## config.mk

```make
export PLATFORM = sky130hd
export DESIGN_NAME = rect_extract
export DESIGN_NICKNAME = d
export VERILOG_FILES = /design/src/rtl/rect_extract_pkg.sv /design/src/rtl/rect_extract_acc.sv /design/src/rtl/rect_extract.sv
export SDC_FILE = /design/constraint.sdc
export NUM_CORES = 1
export LEC_CHECK = 0
export CORE_MARGIN = 1.5
export CORE_UTILIZATION = 54
export DETAILED_ROUTE_END_ITERATION = 10
export PLACE_DENSITY = 0.75
export SYNTH_ARGS = -nofsm -noshare
export SYNTH_HDL_FRONTEND = slang
export SYNTH_SLANG_ARGS = --single-unit
```

## constraint.sdc

```tcl
create_clock -name sys_clk -period 4.4 [get_ports sys_clk]
set_input_delay 0.88 -clock sys_clk [delete_from_list [all_inputs] [get_ports sys_clk]]
set_output_delay 0.88 -clock sys_clk [all_outputs]
set_load 0.05 [all_outputs]
```

## src/rtl/rect_extract_pkg.sv

```systemverilog
// Shared constants and helpers for the colour-rectangle extractor and its overlay consumer.
package rect_extract_pkg;

  localparam int RECT_NUMMAX = 4;
  localparam int OV5640_X    = 640;
  localparam int OV5640_Y    = 480;
  localparam int COLOR_WIDTH = 4;
  localparam int CNT_W       = 16;

  // Empty-slot marker: min corner at all-ones, max corner at zero, so the overlay draws nothing.
  localparam logic [31:0] RECT_EMPTY = 32'hFFFF_0000;

  function automatic logic [5:0] chan_diff(input logic [5:0] a, input logic [5:0] b);
    return (a >= b) ? (a - b) : (b - a);
  endfunction

endpackage

```

## src/rtl/rect_extract_acc.sv

```systemverilog
// One rectangle slot: colour-match stage, bounding-box/count accumulator and packed result.
module rect_acc
  import rect_extract_pkg::*;
#(
  parameter int C_W       = COLOR_WIDTH,
  parameter int P_W       = 12,
  parameter int CRD_SHIFT = 2,
  parameter int MIN_PIX   = 16
) (
  input  logic           sys_clk,
  input  logic           sys_rst_n,
  input  logic           i_clr,
  input  logic           i_valid,
  input  logic [15:0]    i_data,
  input  logic [15:0]    i_target,
  input  logic [C_W+1:0] i_err,
  input  logic [P_W-1:0] i_x,
  input  logic [P_W-1:0] i_y,
  input  logic           i_pub,
  output logic [31:0]    o_item
);

  localparam int EW = C_W + 2;
  localparam int CW = (EW > 6) ? EW : 6;

  logic [5:0]       w_dr, w_dg, w_db;
  logic             w_hit;
  logic [P_W-1:0]   w_xmin_s, w_ymin_s, w_xmax_s, w_ymax_s;
  logic [31:0]      w_pack;

  logic             r_match;
  logic [P_W-1:0]   r_xmin, r_xmax, r_ymin, r_ymax;
  logic [CNT_W-1:0] r_cnt;
  logic [31:0]      r_item;

  assign w_dr  = chan_diff({1'b0, i_data[15:11]}, {1'b0, i_target[15:11]});
  assign w_dg  = chan_diff(i_data[10:5], i_target[10:5]);
  assign w_db  = chan_diff({1'b0, i_data[4:0]}, {1'b0, i_target[4:0]});
  assign w_hit = i_valid && (CW'(w_dr) <= CW'(i_err)) && (CW'(w_dg) <= CW'(i_err))
                 && (CW'(w_db) <= CW'(i_err));

  assign w_xmin_s = r_xmin >> CRD_SHIFT;
  assign w_ymin_s = r_ymin >> CRD_SHIFT;
  assign w_xmax_s = r_xmax >> CRD_SHIFT;
  assign w_ymax_s = r_ymax >> CRD_SHIFT;
  assign w_pack   = {w_xmin_s[7:0], w_ymin_s[7:0], w_xmax_s[7:0], w_ymax_s[7:0]};

  always_ff @(posedge sys_clk or negedge sys_rst_n) begin
    if (!sys_rst_n) begin
      r_match <= 1'b0;
      r_xmin  <= '1;
      r_ymin  <= '1;
      r_xmax  <= '0;
      r_ymax  <= '0;
      r_cnt   <= '0;
      r_item  <= RECT_EMPTY;
    end else begin
      r_match <= w_hit;
      // Publish reads the accumulators before a same-edge clear takes effect.
      if (i_pub)
        r_item <= (r_cnt < CNT_W'(MIN_PIX)) ? RECT_EMPTY : w_pack;
      if (i_clr) begin
        r_xmin <= '1;
        r_ymin <= '1;
        r_xmax <= '0;
        r_ymax <= '0;
        r_cnt  <= '0;
      end else if (r_match) begin
        if (i_x < r_xmin) r_xmin <= i_x;
        if (i_x > r_xmax) r_xmax <= i_x;
        if (i_y < r_ymin) r_ymin <= i_y;
        if (i_y > r_ymax) r_ymax <= i_y;
        if (r_cnt != '1) r_cnt <= r_cnt + 1'b1;
      end
    end
  end

  assign o_item = r_item;

endmodule

```

## src/rtl/rect_extract.sv

```systemverilog
// Frame-level control for the rectangle extractor: raster counters, vs edges, shadow config.
module rect_extract
  import rect_extract_pkg::*;
#(
  parameter int C_W       = COLOR_WIDTH,
  parameter int P_W       = 12,
  parameter int N_RECT    = RECT_NUMMAX,
  parameter int CRD_SHIFT = 2,
  parameter int MIN_PIX   = 16,
  parameter int IMG_X     = OV5640_X,
  parameter int IMG_Y     = OV5640_Y
) (
  input  logic                  sys_clk,
  input  logic                  sys_rst_n,
  input  logic                  i_vs,
  input  logic                  i_valid,
  input  logic [15:0]           i_data,
  input  logic [C_W+1:0]        i_err,
  input  logic [N_RECT*16-1:0]  i_target,
  output logic [N_RECT*32-1:0]  o_item,
  output logic                  o_item_valid
);

  logic                 r_vs1, r_active, r_pub1, r_pub2, r_item_valid;
  logic [P_W-1:0]       r_cnt_x, r_cnt_y, r_x1, r_y1;
  logic [N_RECT*16-1:0] r_tgt;
  logic [C_W+1:0]       r_err;

  logic                 w_rise, w_fall, w_pix, w_acc_vld;
  logic [N_RECT*16-1:0] w_tgt;
  logic [C_W+1:0]       w_err;

  // r_vs1 resets high and r_active gates the fall, so a frame cut by reset never publishes.
  assign w_rise    = i_vs & ~r_vs1;
  assign w_fall    = ~i_vs & r_vs1 & r_active;
  assign w_pix     = i_valid & i_vs;
  assign w_acc_vld = w_pix & (r_active | w_rise);
  assign w_tgt     = w_rise ? i_target : r_tgt;
  assign w_err     = w_rise ? i_err : r_err;

  always_ff @(posedge sys_clk or negedge sys_rst_n) begin
    if (!sys_rst_n) begin
      r_vs1        <= 1'b1;
      r_active     <= 1'b0;
      r_pub1       <= 1'b0;
      r_pub2       <= 1'b0;
      r_item_valid <= 1'b0;
      r_cnt_x      <= '0;
      r_cnt_y      <= '0;
      r_x1         <= '0;
      r_y1         <= '0;
      r_tgt        <= '0;
      r_err        <= '0;
    end else begin
      r_vs1        <= i_vs;
      r_pub1       <= w_fall;
      r_pub2       <= r_pub1;
      r_item_valid <= r_pub2;
      r_x1         <= r_cnt_x;
      r_y1         <= r_cnt_y;
      if (w_rise) begin
        r_active <= 1'b1;
        r_tgt    <= i_target;
        r_err    <= i_err;
      end else if (w_fall) begin
        r_active <= 1'b0;
      end
      if (!i_vs) begin
        r_cnt_x <= '0;
        r_cnt_y <= '0;
      end else if (i_valid) begin
        if (r_cnt_x == P_W'(IMG_X - 1)) begin
          r_cnt_x <= '0;
          r_cnt_y <= (r_cnt_y == P_W'(IMG_Y - 1)) ? '0 : r_cnt_y + 1'b1;
        end else begin
          r_cnt_x <= r_cnt_x + 1'b1;
        end
      end
    end
  end

  for (genvar k = 0; k < N_RECT; k++) begin : g_slot
    rect_acc #(
      .C_W       (C_W),
      .P_W       (P_W),
      .CRD_SHIFT (CRD_SHIFT),
      .MIN_PIX   (MIN_PIX)
    ) u_acc (
      .sys_clk   (sys_clk),
      .sys_rst_n (sys_rst_n),
      .i_clr     (w_rise),
      .i_valid   (w_acc_vld),
      .i_data    (i_data),
      .i_target  (w_tgt[16*k +: 16]),
      .i_err     (w_err),
      .i_x       (r_x1),
      .i_y       (r_y1),
      .i_pub     (r_pub2),
      .o_item    (o_item[32*k +: 32])
    );
  end

  assign o_item_valid = r_item_valid;

endmodule

```

==> out/qor.csv <==
stage,metric,value,unit
place,placement.cell_area,0.0359,mm²
logic_synthesis,post_synthesis_compound_gate_area_fraction,0.149,
clock_tree,ctsRootBufferMaster,sky130_fd_sc_hd__clkbuf_16,
setup_path,crit_path_max_fanout,11,
grt,antenna_found_initial,0,
logic_synthesis,post_synthesis_share_of_cell_area_spent_on_full_adders_half_adders_and_majority_gates,0.171,
run,drv.max_cap_violation_count,0,
floorplan,placementRows,87,
clock_tree,tritoncts.num_buffers,56,
sta,slew_headroom,0.135,
floorplan,floorplan.initialDensity,0.550,
run_status,outcome,"complete, no violations",
setup_path,worst-r2r-setup-slack,0.27,ns
floorplan,fp.dieW,243,µm
grt,largest_net_degree_at_the_start_of_global_routing,116,
place,dp_worst_setup_slack,-0.512,ns
setup_path,cp.arrival,4.76,ns
sta,unrepaired_setup_endpoints_after_global_routing,true,
setup_path,ff2ff_path_depth,19,
sta,postLayoutSetupSlackWorst,0.154,ns
pwr,leakage_power,18.5,nW
floorplan,die_h,243,µm
logic_synthesis,synthesis.area,0.0312,mm²
logic_synthesis,synthCells,3217,
sta,final_hold_viol_count,0,
sta,holdWs,0.366,ns
logic_synthesis,synth.ff_latch_count,511,
sta,worst-slew-pin-transition,1.30,ns
setup_path,critPathCaptureType,flip-flop,
final_layout,layout-area-overhead-vs-synth,21.8,%
setup_path,worstPathRequired,4.91,ns
hold_path,endpoint_with_the_worst_hold_slack,r_pub2,
clock_tree,htreeDepth,2,
floorplan,fp.coreArea,0.0567,mm²
grt,vias_in_the_first_global_route,26800,
sta,final.setup_skew,0.0311,ns
drt,wire_per_inst,19.3,µm
sta,finalWorstPathRequiredPeriod,4.25,ns
grt,grt_first_pass_wirelength,138,mm
setup_path,timing.setup.critical_path_class,input pin to flip-flop,
clock_tree,clk_pin_slew_worst_paths,0.06,ns
setup_path,cp.buffers_inverters,7,
setup_path,peak_per_stage_delay_on_the_critical_path,0.52,ns
logic_synthesis,yosys.area_share.simple,0.138,
logic_synthesis,number_of_enable_flip_flop_cells_after_synthesis,0,
final_layout,design_area,0.0380,mm²
pwr,vdd_drop_max,340,µV
drt,via_per_inst,5.90,
sta,finalSetupViolCount,0,
clock_tree,worstSkewPairLatency,0.63,ns
logic_synthesis,synth.avg_cell_area,9.69,µm²
drt,vias,26100,
final_layout,finish.utilization,0.670,
clock_tree,clock_path_buffers,3,
setup_path,critical-path-top-delay-family,buffers and inverters,
floorplan,io-pin-count,219,
sta,achievable-frequency,236,MHz
floorplan,dieArea,0.0592,mm²
grt,remaining_global_route_overflow,0,
logic_synthesis,synth_cell_types,74,
hold_path,hp-class,flip-flop to flip-flop,
drt,initialDrtViolationCount,1719,
grt,global_route_usage_over_all_layers,0.287,
clock_tree,cts_hold_repair.buffers,0,
logic_synthesis,synthXorXnorAreaFrac,0.0250,
drt,antenna_left,0,
place,dp_hpwl,60.0,mm
place,routabilityCongestion,0.941,
logic_synthesis,share_of_synthesized_area_spent_on_multiplexers,0.0423,
logic_synthesis,synth_warnings,0,
hold_path,min_path_cells,0,
setup_path,crit_path_cells,clkdlybuf4s50_1 > buf_4 > nand2b_4 > buf_12 > buf_4 > buf_4 > mux2i_2 > buf_4 > fa_1 > nand3_1 > a41oi_2 > buf_4 > mux2i_4 > nor2_2 > xnor2_1 > ha_1 > a21oi_1 > nor2b_1 > o21ai_0 > a21oi_1 > nor4_1,
drt,drt_wl_total,85.1,mm
final_layout,finish.net_count,4115,
clock_tree,clock-sinks,511,
setup_path,crit_path_frequent_cell,sky130_fd_sc_hd__buf_4,
sta,timing.final.max_slew_violations,0,
final_layout,layout_cell_share_with_drive_strength_beyond_1,0.166,
sta,final.period_utilization,0.965,
setup_path,worst_setup_path_start_kind,input pin,
clock_tree,cts_tree,done,
logic_synthesis,synth_nets,3717,
logic_synthesis,synth_seq_area_share,0.417,
drt,drt_drc_violations_left,0,
setup_path,worst_r2r_src,r_vs1,
logic_synthesis,ys_async_sr_fraction,1.00,
hold_path,hold_wc_startpoint,r_pub1,
place,port_buffers,218,
logic_synthesis,synth_top_family_by_area,adder cells,
drt,first_pass_iters,6,
pwr,power-per-cell-area,387,mW/mm²
final_layout,n_antenna_cell,0,
logic_synthesis,synth_flop_cell,sky130_fd_sc_hd__dfrtp_1,
setup_path,timing.rr.end,g_slot[3].u_acc.r_match,
setup_path,critical-path-slowest-cell,sky130_fd_sc_hd__clkdlybuf4s50_1,
## registers in the layout (all words and copies together), names as in the netlist, 4 cells and up
signal	count
g_slot.u_acc.o_item	128
g_slot.u_acc.r_cnt	64
g_slot.u_acc.r_match	4
g_slot.u_acc.r_xmax	48
g_slot.u_acc.r_xmin	48
g_slot.u_acc.r_ymax	48
g_slot.u_acc.r_ymin	48
r_cnt_x	12
r_cnt_y	12
r_err	6
r_tgt	64
r_x1	12
r_y1	12
## report_power, final
part | internal, mW | total [mW] | switching [mW]
Combinational | 1.87 | 4.30 | 2.43
Clock | 2.76 | 4.77 | 2.00
Sequential | 5.44 | 5.63 | 0.198
## metal layers
| layer | track usage | vias up | wire (µm) |
|---|---|---|---|
| li1 | - | 12200 | - |
| met1 | 0.362 | 12800 | 35600 |
| met2 | 0.489 | 803 | 41300 |
| met3 | 0.0446 | 219 | 4570 |
| met4 | 0.128 | 0 | 3620 |
| met5 | 0 | - | 0 |
## repair_timing
action | CTS | global route
endpoints found under the setup margin | 0 | 4
buffers inserted | 0 | 2
gates resized for setup | 0 | 32
## worst reg2reg max path, cell delays in order (launching register included)
cell and delay [ns]:
sky130_fd_sc_hd__dfstp_2 0.66, sky130_fd_sc_hd__nand2b_4 0.25, sky130_fd_sc_hd__buf_12 0.16, sky130_fd_sc_hd__buf_4 0.15, sky130_fd_sc_hd__buf_4 0.14, sky130_fd_sc_hd__mux2i_2 0.22, sky130_fd_sc_hd__inv_1 0.09, sky130_fd_sc_hd__ha_1 0.32
sky130_fd_sc_hd__nand3_1 0.13, sky130_fd_sc_hd__a41oi_2 0.22, sky130_fd_sc_hd__buf_4 0.19, sky130_fd_sc_hd__mux2i_4 0.25, sky130_fd_sc_hd__nor2_2 0.05, sky130_fd_sc_hd__xnor2_1 0.12, sky130_fd_sc_hd__ha_1 0.30, sky130_fd_sc_hd__a21oi_1 0.16
sky130_fd_sc_hd__nor2b_1 0.06, sky130_fd_sc_hd__o21ai_0 0.18, sky130_fd_sc_hd__a21oi_1 0.10, sky130_fd_sc_hd__nor4_1 0.27
## worst max-delay path by stage
stage / slack [ns] / from / endpoint / cells after the start
floorplan: -0.03 / i_vs / g_slot[1].u_acc.r_match / 19
global route: -0.02 / i_vs / g_slot[0].u_acc.r_match / 21
CTS: 0.11 / i_vs / g_slot[0].u_acc.r_match / 19
finish: 0.15 / i_vs / g_slot[3].u_acc.r_match / 21
detailed placement: -0.51 / i_vs / g_slot[0].u_acc.r_match / 19
global placement: -0.43 / i_vs / g_slot[1].u_acc.r_match / 18
## metrics by stage
stage | setup TNS [ns] | std cells | total power [mW]
floorplan | -0.0267 | 3217 | 8.31
global placement | -1.47 | 4311 | 9.63
detailed placement | -1.92 | 4311 | 9.87
CTS | 0 | 4417 | 14.7
global route | -0.0249 | 4419 | 15.5
finish | 0 | 4419 | 14.7
## final cells by class
| type | instances | area (µm²) |
|---|---|---|
| fillers | 4310 | 18700 |
| repair buffers | 491 | 4360 |
| clock buffers | 82 | 1640 |
| inverters | 318 | 1190 |
| multi-input cells | 2237 | 16600 |
| flip-flops and latches | 511 | 13000 |
| clock inverters | 24 | 244 |
| well taps | 756 | 946 |
## kinds of logic (layout without fill, tap and decap cells)
kind of cell / Yosys count / count (layout)
AND/OR/NAND/NOR: 888 / 888
adder cells (fa/ha/maj): 411 / 411
flip-flops: 511 / 511
XOR/XNOR: 89 / 89
multiplexers: 128 / 128
buffers and inverters: 469 / 915
AO/OA/AOI/OAI: 721 / 721
## synthesized netlist by cell type, drive strengths merged, types with 4 or more instances
cell type | n | share of area
a311oi | 4 | 0.0017
nor3b | 5 | 0.0012
and2 | 16 | 0.0032
or3 | 11 | 0.0024
xor2 | 48 | 0.013
dfrtp | 350 | 0.28
nand2b | 10 | 0.0022
o311ai | 7 | 0.0020
a41oi | 5 | 0.0014
clkbuf | 130 | 0.017
a2111oi | 5 | 0.0014
mux2i | 99 | 0.032
a21o | 24 | 0.0058
dfstp | 161 | 0.14
o22ai | 10 | 0.0020
a211oi | 20 | 0.0048
a31oi | 101 | 0.021
and4 | 13 | 0.0037
nor2b | 51 | 0.010
o211ai | 29 | 0.0070
o2bb2ai | 4 | 0.0011
fa | 24 | 0.015
o21ai | 103 | 0.017
and3 | 18 | 0.0036
nand2 | 190 | 0.023
nor2 | 228 | 0.027
nor4 | 21 | 0.0042
buf | 21 | 0.0033
a21oi | 227 | 0.036
a211o | 4 | 0.0011
nand3 | 136 | 0.022
mux2 | 29 | 0.010
a221oi | 12 | 0.0034
xnor2 | 41 | 0.012
a22o | 64 | 0.018
inv | 317 | 0.038
nand4 | 70 | 0.014
nor3 | 103 | 0.017
o31ai | 79 | 0.019
ha | 386 | 0.15
## cell usage in the layout, fill, tap and decap left out, drive strengths merged, types with 13 or more instances in the layout
cell type / Yosys / layout
ha: 386 / 386
dfrtp: 350 / 350
inv: 317 / 317
buf: 21 / 274
nor2: 228 / 228
a21oi: 227 / 227
clkdlybuf4s50: 0 / 217
nand2: 190 / 190
dfstp: 161 / 161
nand3: 136 / 136
nor3: 103 / 103
o21ai: 103 / 103
a31oi: 101 / 101
mux2i: 99 / 99
clkbuf: 130 / 82
o31ai: 79 / 79
nand4: 70 / 70
a22o: 64 / 64
nor2b: 51 / 51
xor2: 48 / 48
xnor2: 41 / 41
o211ai: 29 / 29
mux2: 29 / 29
a21o: 24 / 24
fa: 24 / 24
nor4: 21 / 21
a211oi: 20 / 20
and3: 18 / 18
and2: 16 / 16
clkinv: 1 / 16
and4: 13 / 13
Note: power is estimated with default switching activity, not from simulation.
